`src/rtl/coverfloat32_reporter.sv`:
```
// In-order issue/completion pairing buffer that emits DUT-side coverfloat32 records.
// Optional legality flag (err_illegal) is built when COVERFLOAT_LEGAL_CHECK_EN is defined.
module coverfloat32_reporter #(
    parameter int DEPTH = 4
) (
    input  logic        clk,
    input  logic        reset,
    input  logic        issue_valid,
    output logic        issue_ready,
    input  logic [31:0] issue_op,
    input  logic [31:0] issue_rm,
    input  logic [31:0] issue_enable,
    input  logic [31:0] issue_a,
    input  logic [31:0] issue_b,
    input  logic [31:0] issue_c,
    input  logic        cmpl_valid,
    input  logic [31:0] cmpl_result,
    input  logic [4:0]  cmpl_flags,
    output logic        rec_valid,
    input  logic        rec_ready,
    output logic [31:0] rec_op,
    output logic [31:0] rec_rm,
    output logic [31:0] rec_enable,
    output logic [31:0] rec_exc,
    output logic [31:0] rec_a,
    output logic [31:0] rec_b,
    output logic [31:0] rec_c,
    output logic [31:0] rec_result,
    output logic        err_orphan
`ifdef COVERFLOAT_LEGAL_CHECK_EN
    ,
    output logic        err_illegal
`endif
);

    localparam int AW = (DEPTH > 1) ? $clog2(DEPTH) : 1;
    localparam logic [AW:0] FULL = (AW + 1)'(DEPTH);

    logic [AW-1:0] wr_ptr;
    logic [AW-1:0] cmpl_ptr;
    logic [AW-1:0] rd_ptr;
    logic [AW:0]   count;
    logic [AW:0]   pend;
    logic [DEPTH-1:0] done;

    logic [31:0] op_mem  [DEPTH];
    logic [31:0] rm_mem  [DEPTH];
    logic [31:0] en_mem  [DEPTH];
    logic [31:0] a_mem   [DEPTH];
    logic [31:0] b_mem   [DEPTH];
    logic [31:0] c_mem   [DEPTH];
    logic [31:0] res_mem [DEPTH];
    logic [31:0] exc_mem [DEPTH];

    logic issue_fire;
    logic cmpl_fire;
    logic pop;

    assign issue_ready = (count < FULL);
    assign issue_fire  = issue_valid && issue_ready;
    // pend is sampled before this cycle's issue, so a same-cycle issue cannot absorb a completion
    assign cmpl_fire   = cmpl_valid && (pend != '0);
    assign rec_valid   = done[rd_ptr];
    assign pop         = rec_valid && rec_ready;

    assign rec_op     = op_mem[rd_ptr];
    assign rec_rm     = rm_mem[rd_ptr];
    assign rec_enable = en_mem[rd_ptr];
    assign rec_a      = a_mem[rd_ptr];
    assign rec_b      = b_mem[rd_ptr];
    assign rec_c      = c_mem[rd_ptr];
    assign rec_result = res_mem[rd_ptr];
    assign rec_exc    = exc_mem[rd_ptr];

    always_ff @(posedge clk) begin
        if (reset) begin
            wr_ptr     <= '0;
            cmpl_ptr   <= '0;
            rd_ptr     <= '0;
            count      <= '0;
            pend       <= '0;
            done       <= '0;
            err_orphan <= 1'b0;
        end else begin
            if (issue_fire) begin
                wr_ptr       <= wr_ptr + AW'(1);
                done[wr_ptr] <= 1'b0;
            end
            if (cmpl_fire) begin
                cmpl_ptr       <= cmpl_ptr + AW'(1);
                done[cmpl_ptr] <= 1'b1;
            end else if (cmpl_valid) begin
                err_orphan <= 1'b1;
            end
            // popped entries are cleared so a wrapped rd never sees a stale done bit
            if (pop) begin
                rd_ptr       <= rd_ptr + AW'(1);
                done[rd_ptr] <= 1'b0;
            end
            if (issue_fire && !pop) begin
                count <= count + (AW + 1)'(1);
            end else if (!issue_fire && pop) begin
                count <= count - (AW + 1)'(1);
            end
            if (issue_fire && !cmpl_fire) begin
                pend <= pend + (AW + 1)'(1);
            end else if (!issue_fire && cmpl_fire) begin
                pend <= pend - (AW + 1)'(1);
            end
        end
    end

    always_ff @(posedge clk) begin
        if (issue_fire) begin
            op_mem[wr_ptr] <= issue_op;
            rm_mem[wr_ptr] <= issue_rm;
            en_mem[wr_ptr] <= issue_enable;
            a_mem[wr_ptr]  <= issue_a;
            b_mem[wr_ptr]  <= issue_b;
            c_mem[wr_ptr]  <= issue_c;
        end
        if (cmpl_fire) begin
            res_mem[cmpl_ptr] <= cmpl_result;
            exc_mem[cmpl_ptr] <= {27'b0, cmpl_flags};
        end
    end

`ifdef COVERFLOAT_LEGAL_CHECK_EN
    logic op_ok;
    logic rm_ok;

    always_comb begin
        op_ok = (issue_op >= 32'd1) && (issue_op <= 32'd13);
        rm_ok = (issue_rm <= 32'd4) || (issue_rm == 32'd6);
    end

    always_ff @(posedge clk) begin
        if (reset) begin
            err_illegal <= 1'b0;
        end else if (issue_fire && !(op_ok && rm_ok)) begin
            err_illegal <= 1'b1;
        end
    end
`endif

endmodule

```
`config.mk`:
```
export PLATFORM = sky130hd
export DESIGN_NAME = coverfloat32_reporter
export DESIGN_NICKNAME = d
export VERILOG_FILES = /design/src/rtl/coverfloat32_reporter.sv
export SDC_FILE = /design/constraint.sdc
export NUM_CORES = 1
export LEC_CHECK = 0
export CAP_MARGIN = 25
export CORE_AREA = 2 2 379 193
export DETAILED_ROUTE_END_ITERATION = 10
export DIE_AREA = 0 0 381 195
export GPL_TIMING_DRIVEN = 0
export HOLD_SLACK_MARGIN = 0.02
export PLACE_DENSITY = 0.83
export SYNTH_ARGS = -nofsm -noshare
export SYNTH_HDL_FRONTEND = slang
export SYNTH_SLANG_ARGS = --single-unit
```
`constraint.sdc`:
```
create_clock -name clk -period 6.85 [get_ports clk]
set_clock_uncertainty 0.1 [all_clocks]
set_input_delay 1.0275 -clock clk [delete_from_list [all_inputs] [get_ports clk]]
set_output_delay 1.0275 -clock clk [all_outputs]
set_load 0.03 [all_outputs]
```
==> out/metrics.yaml, run 1 <==
yosysUniqueCellTypes: 33
endpoint_kind: "primary output"
antenna_found_initial: 45
synth_cells: 1337
cts-resized-gates: 0
cp-start-kind: "flip-flop"
pin_count: 493
setup_tns_ps: 0
grt_pass1_vias: 17100
synth_top_family_by_area: "multiplexers"
synth_xor_area_share_pct: 0.152
rsz0062_at_grt: "false"
period_needed_ps: 4400
slew_headroom_pct: 38.7
gp_congestion: 0.775
grt_start_max_net_pins: 57
drc: 0
power.density_mw_per_mm2: 358
start_util_pct: 48.9
setup_viol: 0
fp.dieArea_mm2: 0.0743
drtAntennaViolNets: 0
cp.arrival_ps: 3270
cts_tree: "yes"
leakage_nw: 13.8
period_share_pct: 64.2
grt_usage_pct: 20.8
hold_viol: 0
post_drt_via_cell_ratio: 5.47
synth_area_per_cell_um2: 25.9
muxShareOfSynthArea_pct: 15.2
cap_violations: 0
layout.cells.non_filler: 2993
dpl.hpwl_um: 49800
synth-seq-area-share_pct: 80.7
slew_violations: 0
clk_latency_ps: 640
ys_ff_latch: 935
synthesis.area_mm2: 0.0346
tightest_slew_ps: 919
dp.cells: 2803
num_vias: 16400
worst_slack_ps: 2450
mostFrequentLayoutCell: "edfxtp_1"
hp-class: "reg -> reg"
cts_hold_buf: 0
drive_gt1_share_pct: 22.4
fin_hold_ws_ps: 403
grt_pass1_wl_um: 112000
fill_cells: 4636
gr-total-overflow: 0
synth_compound_area_share_pct: 0.409
path_class: "reg -> out"
cts-root-buf: "clkbuf_16"
cp_data_required_time_ps: 5720
syn_to_final_growth_pct: 26.1
ir_worst_vdd_uv: 208
cts_buffers: 81
synth-simple-area-share_pct: 0.380
finalWirelength_um: 79000
synthAdderAreaFrac_pct: 0.623
mostFrequentLayoutCells: "edfxtp_1, clkdlybuf4s50_1, mux4_2"
clk_pin_slew_ps: 70
final_nets: 2178
die_w_um: 381
status: "finished clean"
first_iter_violations: 1270
dr.pass1.iters: 4
cts_setup_buffers: 0
clockBufferDepth: 3
fmax_mhz: 227
crit_fanout: 10
yosysWarningCount: 0
clock-sinks: 935
core-area_mm2: 0.0706
wl_per_cell_um: 26.4
dp_slack_ps: 2900
die_h_um: 195
port_buffers: 464
htree_levels: 3
rows: 69
## stage by stage
stage / utilization, % / area [um^2] / total power, mW
2_1_floorplan: - / 34700 / 9.70
3_3_place_gp: 57.4 / 40500 / 11.3
3_5_place_dp: 58.0 / 41000 / 11.3
4_1_cts: 61.6 / 43500 / 15.7
5_1_grt: 61.7 / 43600 / 16.0
6_report: 61.7 / 43600 / 15.6
## cell usage after synthesis
library cell / number / area, um^2
mux2_4: 1 / 15.0
inv_1: 14 / 52.6
inv_2: 1 / 3.75
nor2_1: 12 / 45.0
dfxtp_1: 19 / 380
edfxtp_1: 916 / 27500
nor3_1: 1 / 5.00
buf_6: 2 / 22.5
a221oi_1: 4 / 35.0
buf_12: 22 / 440
a21oi_1: 4 / 20.0
xor2_1: 4 / 35.0
buf_1: 1 / 3.75
or3_1: 2 / 12.5
buf_4: 28 / 210
mux2_2: 2 / 22.5
buf_8: 1 / 15.0
o2bb2ai_4: 1 / 27.5
ha_1: 14 / 175
xnor2_1: 2 / 17.5
fa_1: 2 / 40.0
nand2_1: 5 / 18.8
a21bo_2: 4 / 40.0
o31a_1: 1 / 8.76
and2_1: 4 / 25.0
nand2b_1: 2 / 12.5
clkbuf_1: 5 / 18.8
o21ai_0: 2 / 10.0
conb_1: 1 / 3.75
nor2b_1: 2 / 12.5
mux2i_1: 6 / 60.1
buf_2: 23 / 115
mux4_2: 229 / 5160
## registers in the layout, indices dropped and copies added, names as in the netlist, named ones only
signal / cells
rm_mem: 128
count: 3
exc_mem: 20
a_mem: 128
op_mem: 128
rd_ptr: 2
res_mem: 128
done: 4
wr_ptr: 2
en_mem: 128
pend: 3
cmpl_ptr: 2
b_mem: 128
err_orphan: 1
c_mem: 128
## worst paths after layout
kind | from | slack [ps] | cells past startpoint | end
worst min register to register | err_orphan$_SDFFE_PP0P_ | 400 | 2 | err_orphan$_SDFFE_PP0P_
worst max register to register | count[2]$_SDFFE_PP0P_ | 4060 | 5 | a_mem[1][1]$_DFFE_PP_
worst min-delay path | err_orphan$_SDFFE_PP0P_ | 400 | 2 | err_orphan$_SDFFE_PP0P_
worst max-delay path | flip-flop | 2450 | 4 | rec_b[16]
## worst max-delay path: stages (launching register included)
cell and delay, ps:
dfxtp_1 420, clkbuf_1 710, buf_2 440, mux4_2 410, clkdlybuf4s50_1 650
## report_power, final
part / switching [mW] / total [mW] / internal, mW
logic: 2.23 / 3.93 / 1.70
registers: 0.198 / 7.27 / 7.07
clock network: 2.04 / 4.41 / 2.36
total: 4.48 / 15.6 / 11.1
## logic make-up after synthesis
| kind of cell | after synthesis |
|---|---|
| xor gates and xnor gates | 6 |
| AOI/OAI and AO/OA | 16 |
| adders and majority gates | 16 |
| muxes | 238 |
| DFF | 935 |
| other | 1 |
| buffers and inverters | 97 |
| and+or+nand+nor | 28 |
## routing by layer
metal	global-route usage, %	part of all wire [%]
met5	0	0.016
met2	37.5	56
met1	22.3	34
met3	3.61	4.2
met4	15.2	5.9
## final cells by class
type / count / area [um^2] / area share (%)
repair buffers: 482 / 5090 / 11.7
diodes: 44 / 110 / 0.253
clock inverters: 43 / 397 / 0.910
flip-flops and latches: 935 / 27900 / 64.0
inverters: 15 / 56.3 / 0.129
clock buffers: 103 / 2110 / 4.84
well taps: 958 / 1200 / 2.75
multi-input cells: 331 / 5910 / 13.6
plain buffers: 82 / 826 / 1.89
No activity file was read; power rests on OpenSTA's default activity.
==> inputs of run 2 (changes only) <==
- clock period: 6.85 -> 3.7 ns (I/O delays scaled with it)
==> run 2 against run 1 <==
Effect of this change:
- total power increased by 85%
- combinational power up 85%
- worst hold slack got worse by 180 ps
- clock power up 84%
- first-iteration DRC count down 0.94%
- highest routed layer unchanged
- clock-buffer cell count fell by 2
==> out/metrics.yaml, run 2 (synthesis gave the netlist of run 1 again) <==
status: "finished clean"
first_iter_violations: 1258
grt_start_max_net_pins: 60
wl_met3_um: 3030
grt_usage_pct: 21.0
cp.arrival_ps: 2910
drtAntennaViolNets: 0
rows: 69
syn_to_final_growth_pct: 26.0
hold_viol: 0
final_nets: 2178
mostFrequentLayoutCell: "edfxtp_1"
period_share_pct: 96.5
drive_gt1_share_pct: 22.8
clk_latency_ps: 640
gr-total-overflow: 0
cts-root-buf: "clkbuf_16"
tightest_slew_ps: 871
path_class: "reg -> out"
rsz0062_at_grt: "false"
dpl.hpwl_um: 49500
drc: 0
core-area_mm2: 0.0706
die_w_um: 381
power.density_mw_per_mm2: 662
leakage_nw: 13.8
slew_violations: 0
dp_slack_ps: 279
p_int_mw: 20.6
swShare_pct: 28.7
dr.pass1.iters: 7
layout.cells.non_filler: 2984
power_frac_comb_pct: 25.2
die_h_um: 195
fill_cells: 4649
worst_slack_ps: 131
htree_levels: 3
fin_hold_ws_ps: 222
antenna_found_initial: 35
crit_fanout: 10
clockPowerShare_pct: 28.1
slew_headroom_pct: 41.9
pin_count: 493
num_vias: 16200
post_drt_via_cell_ratio: 5.44
wl_per_cell_um: 26.6
clock-sinks: 935
power_switching_mw: 8.27
clockBufferDepth: 3
gp_congestion: 0.755
fin_util_pct: 61.7
finalPower_mw: 28.8
setup_viol: 0
cts_buffers: 81
mostFrequentLayoutCells: "edfxtp_1, clkdlybuf4s50_1, mux4_2"
wl_met1_um: 26800
ir_worst_vdd_uv: 366
grt_pass1_wl_um: 113000
cap_violations: 0
clk_pin_slew_ps: 70
cp_data_required_time_ps: 3040
cp-start-kind: "flip-flop"
hp-class: "in -> reg"
cts_tree: "yes"
period_needed_ps: 3570
dp.cells: 2803
cts_setup_buffers: 0
top_layer: "met5"
met2RoutedLength_um: 44300
port_buffers: 464
power_frac_seq_pct: 46.6
fmax_mhz: 280
finalWirelength_um: 79400
endpoint_kind: "primary output"
grt_pass1_vias: 17300
fp.dieArea_mm2: 0.0743
start_util_pct: 48.9
run 2: worst max-delay path, stage by stage (launching register included):
cell and delay (ps):
dfxtp_1 450, clkbuf_2 400, buf_2 370, mux4_2 360
clkdlybuf4s50_1 690
run 2: metrics by stage:
stage	area, um^2	TNS (ps)
3_3_place_gp	40500	-1925260
5_1_grt	43500	0
6_report	43600	0
4_1_cts	43500	0
2_1_floorplan	34700	-108490
3_5_place_dp	41000	0
run 2: per-layer routing:
metal,global-route usage [%],up-vias
li1,-,6885
met1,22.5,8565
met2,38.0,571
met3,3.65,215
met4,14.7,2
met5,0,-
run 2: worst paths after layout:
check	from	to	slack, ps	cells past startpoint
setup / recovery	flip-flop	rec_rm[7]	130	4
hold / removal	reset	pend[2]$_SDFFE_PP0P_	220	2
setup reg to reg	count[2]$_SDFFE_PP0P_	a_mem[3][16]$_DFFE_PP_	1000	5
hold reg to reg	err_orphan$_SDFFE_PP0P_	err_orphan$_SDFFE_PP0P_	390	2
run 2: power by group through the flow:
| stage | Combinational, mW | Sequential [mW] | Clock (mW) |
|---|---|---|---|
| after floorplan | 4.23 | 13.6 | 0 |
| after global placement | 6.99 | 13.7 | 0 |
| after detailed placement | 7.26 | 13.6 | 0 |
| after CTS | 7.33 | 13.4 | 8.24 |
| after global routing | 7.54 | 13.5 | 8.65 |
| final | 7.27 | 13.4 | 8.11 |
run 2: final cells by class:
type / count / area, um^2 / area share [%]
flip-flops and latches: 935 / 27900 / 64.0
plain buffers: 82 / 828 / 1.90
well taps: 958 / 1200 / 2.75
inverters: 15 / 56.3 / 0.129
clock inverters: 46 / 370 / 0.850
repair buffers: 482 / 5090 / 11.7
multi-input cells: 331 / 5910 / 13.6
clock buffers: 101 / 2120 / 4.88
diodes: 34 / 85.1 / 0.195
run 2: timing repair:
| item | CTS | global route |
|---|---|---|
| resized for setup | 2 | 0 |
| hold buffers | 0 | 0 |
| endpoints found under the setup margin | 200 | 0 |
==> edit, RTL diff (flow settings as in run 1) <==
`DEPTH`: 4 -> 2.
--- a/src/rtl/coverfloat32_reporter.sv
+++ b/src/rtl/coverfloat32_reporter.sv
@@ -1,7 +1,7 @@
 // In-order issue/completion pairing buffer that emits DUT-side coverfloat32 records.
 // Optional legality flag (err_illegal) is built when COVERFLOAT_LEGAL_CHECK_EN is defined.
 module coverfloat32_reporter #(
-    parameter int DEPTH = 4
+    parameter int DEPTH = 2
 ) (
     input  logic        clk,
     input  logic        reset,
Check against the original RTL: not equivalent (Yosys sat finds a counterexample within 4 cycles, from zero or initial values and one cycle with reset high).
==> edit against run 1 <==
  * Area after synthesis shrank 50%
  * Clock power shrank 48%
  * Power shrank 44%
  * Via count shrank 43%
  * Worst setup slack gained 0.66 ns
  * Sequential cell count shrank 466
  * Routed wire length shrank 42%
  * Critical path depth is the same
  * Cell area shrank 43%
  * Cell count shrank 22%
  * Non-clock buffer count shrank 35
  * Largest power group unchanged
  * Highest routed layer unchanged
==> edit: results (changes against run 1) <==
| Metric | Value |
|---|---|
| Post-synth EDFFs | 458 (-50%) |
| DRT iter0 DRCs | 686 (-46%) |
| Dpl ws | 3.416 ns (+0.5118 ns) |
| Critical path's largest stage delay | 0.65 ns (-0.06 ns) |
| Total track usage | 11.89% (-9.0 points) |
| Proportion of layout cells with a drive suffix above 1 | 25.86% (+3.5 points) |
| Synth Area in Compound Gates | 0.4849% (+0.076 points) |
| Unique masters post-synth | 25 (-24%) |
| Initial antenna violation count | 6 (-87%) |
| Status | complete, no violations |
| Htree depth | 2 (-1) |
| WP data arrival | 2.61 ns (-0.66 ns) |
| Syn Inst Count | 794 (-41%) |
| WL/cell | 19.68 µm (-25%) |
| Routability Congestion | 0.8668 (+12%) |
| Via density | 4.014 (-27%) |
| Register area share after synthesis | 80.82% (+0.15 points) |
| Crit path max-delay cell type | clkdlybuf4s50_1 |
| Fill cell count | 6568 (+42%) |
| Pin count of the biggest net entering global routing | 53 (-7.0%) |
| Post-DP HPWL | 33.93 mm (-32%) |
| Top cells by area, synth | edfxtp_1 (80%), mux2_2 (15%), buf_6 (1.5%) |
| Top cells by count, synth | edfxtp_1 (458), mux2_2 (229), buf_4 (28) |
| Skew-Pair Late Insertion Delay | 0.56 ns (-0.08 ns) |
| IR drop worst, VDD | 0.1695 mV (-19%) |
| First-pass GRT wire length | 65.35 mm (-42%) |
| Worst-Margin Slew | 0.8143 ns (-0.1047 ns) |
| Mux cell area share after synthesis | 14.92% (-0.29 points) |
| DP Area | 23520 µm² (-43%) |
| Num CTS Buffers | 44 (-46%) |
| Final wirelength | 45.97 mm (-42%) |
| Vias in the first global route | 10032 (-41%) |
| Post-synthesis xor/xnor area fraction | 0.2533% (+0.10 points) |
| Port buffer count | 464 (unchanged) |
| Placed Cells | 2254 (-20%) |
| Util after Layout | 35.19% (-27 points) |
| Layout net count | 1578 (-28%) |
| Adder-Cell Fraction of Synth Area | 0.1447% (-0.48 points) |
| Leak | 8.254 nW (-40%) |
-- edit: cell type report --
class                           count  area share [%]
Timing Repair Buffer              476           19.78
Clock buffer                       54           4.667
Antenna cell                        5         0.05035
Tap cell                          958           4.823
Clock inverter                     23          0.6444
Sequential cell                   469           56.23
Multi-Input combinational cell    294           11.83
Buffer                             53           1.923
Inverter                            4         0.06042
-- edit: final timing paths --
path | startpoint | to | slack, ns | cells past startpoint
hold / removal | cmpl_ptr$_SDFFE_PP0P_ | cmpl_ptr$_SDFFE_PP0P_ | 0.36 | 2
setup / recovery | register | rec_op[0] | 3.12 | 4
setup reg to reg | count[1]$_SDFFE_PP0P_ | b_mem[1][21]$_DFFE_PP_ | 4.53 | 4
hold reg to reg | cmpl_ptr$_SDFFE_PP0P_ | cmpl_ptr$_SDFFE_PP0P_ | 0.36 | 2
-- edit: routing by layer --
layer,up-vias,GRT usage [%],routed length [µm]
li1,4189,-,-
met1,4857,13.05,16880
met2,232,22.06,25470
met3,97,2.345,1812
met4,2,5.621,1791
met5,-,0,13
-- edit: power breakdown --
part / total, mW / switching, mW / internal (mW)
Clock: 2.31 / 1.04 / 1.28
Combinational: 2.60 / 1.51 / 1.09
Sequential: 3.81 / 0.111 / 3.70
-- edit: cells by family (layout without fill, tap and decap cells) --
kind of cell,Yosys count,count (layout)
flip-flops,469,469
multiplexers,229,229
buffers and inverters,57,610
AND/OR/NAND/NOR,18,18
AO/OA/AOI/OAI,13,13
XOR/XNOR,5,5
adder cells (fa/ha/maj),2,2
other,1,32
-- edit: tightest hold or removal path, stage by stage, from the launching register on --
cell,delay (ns)
dfxtp_1,0.31
nand2_1,0.05
a21oi_1,0.05
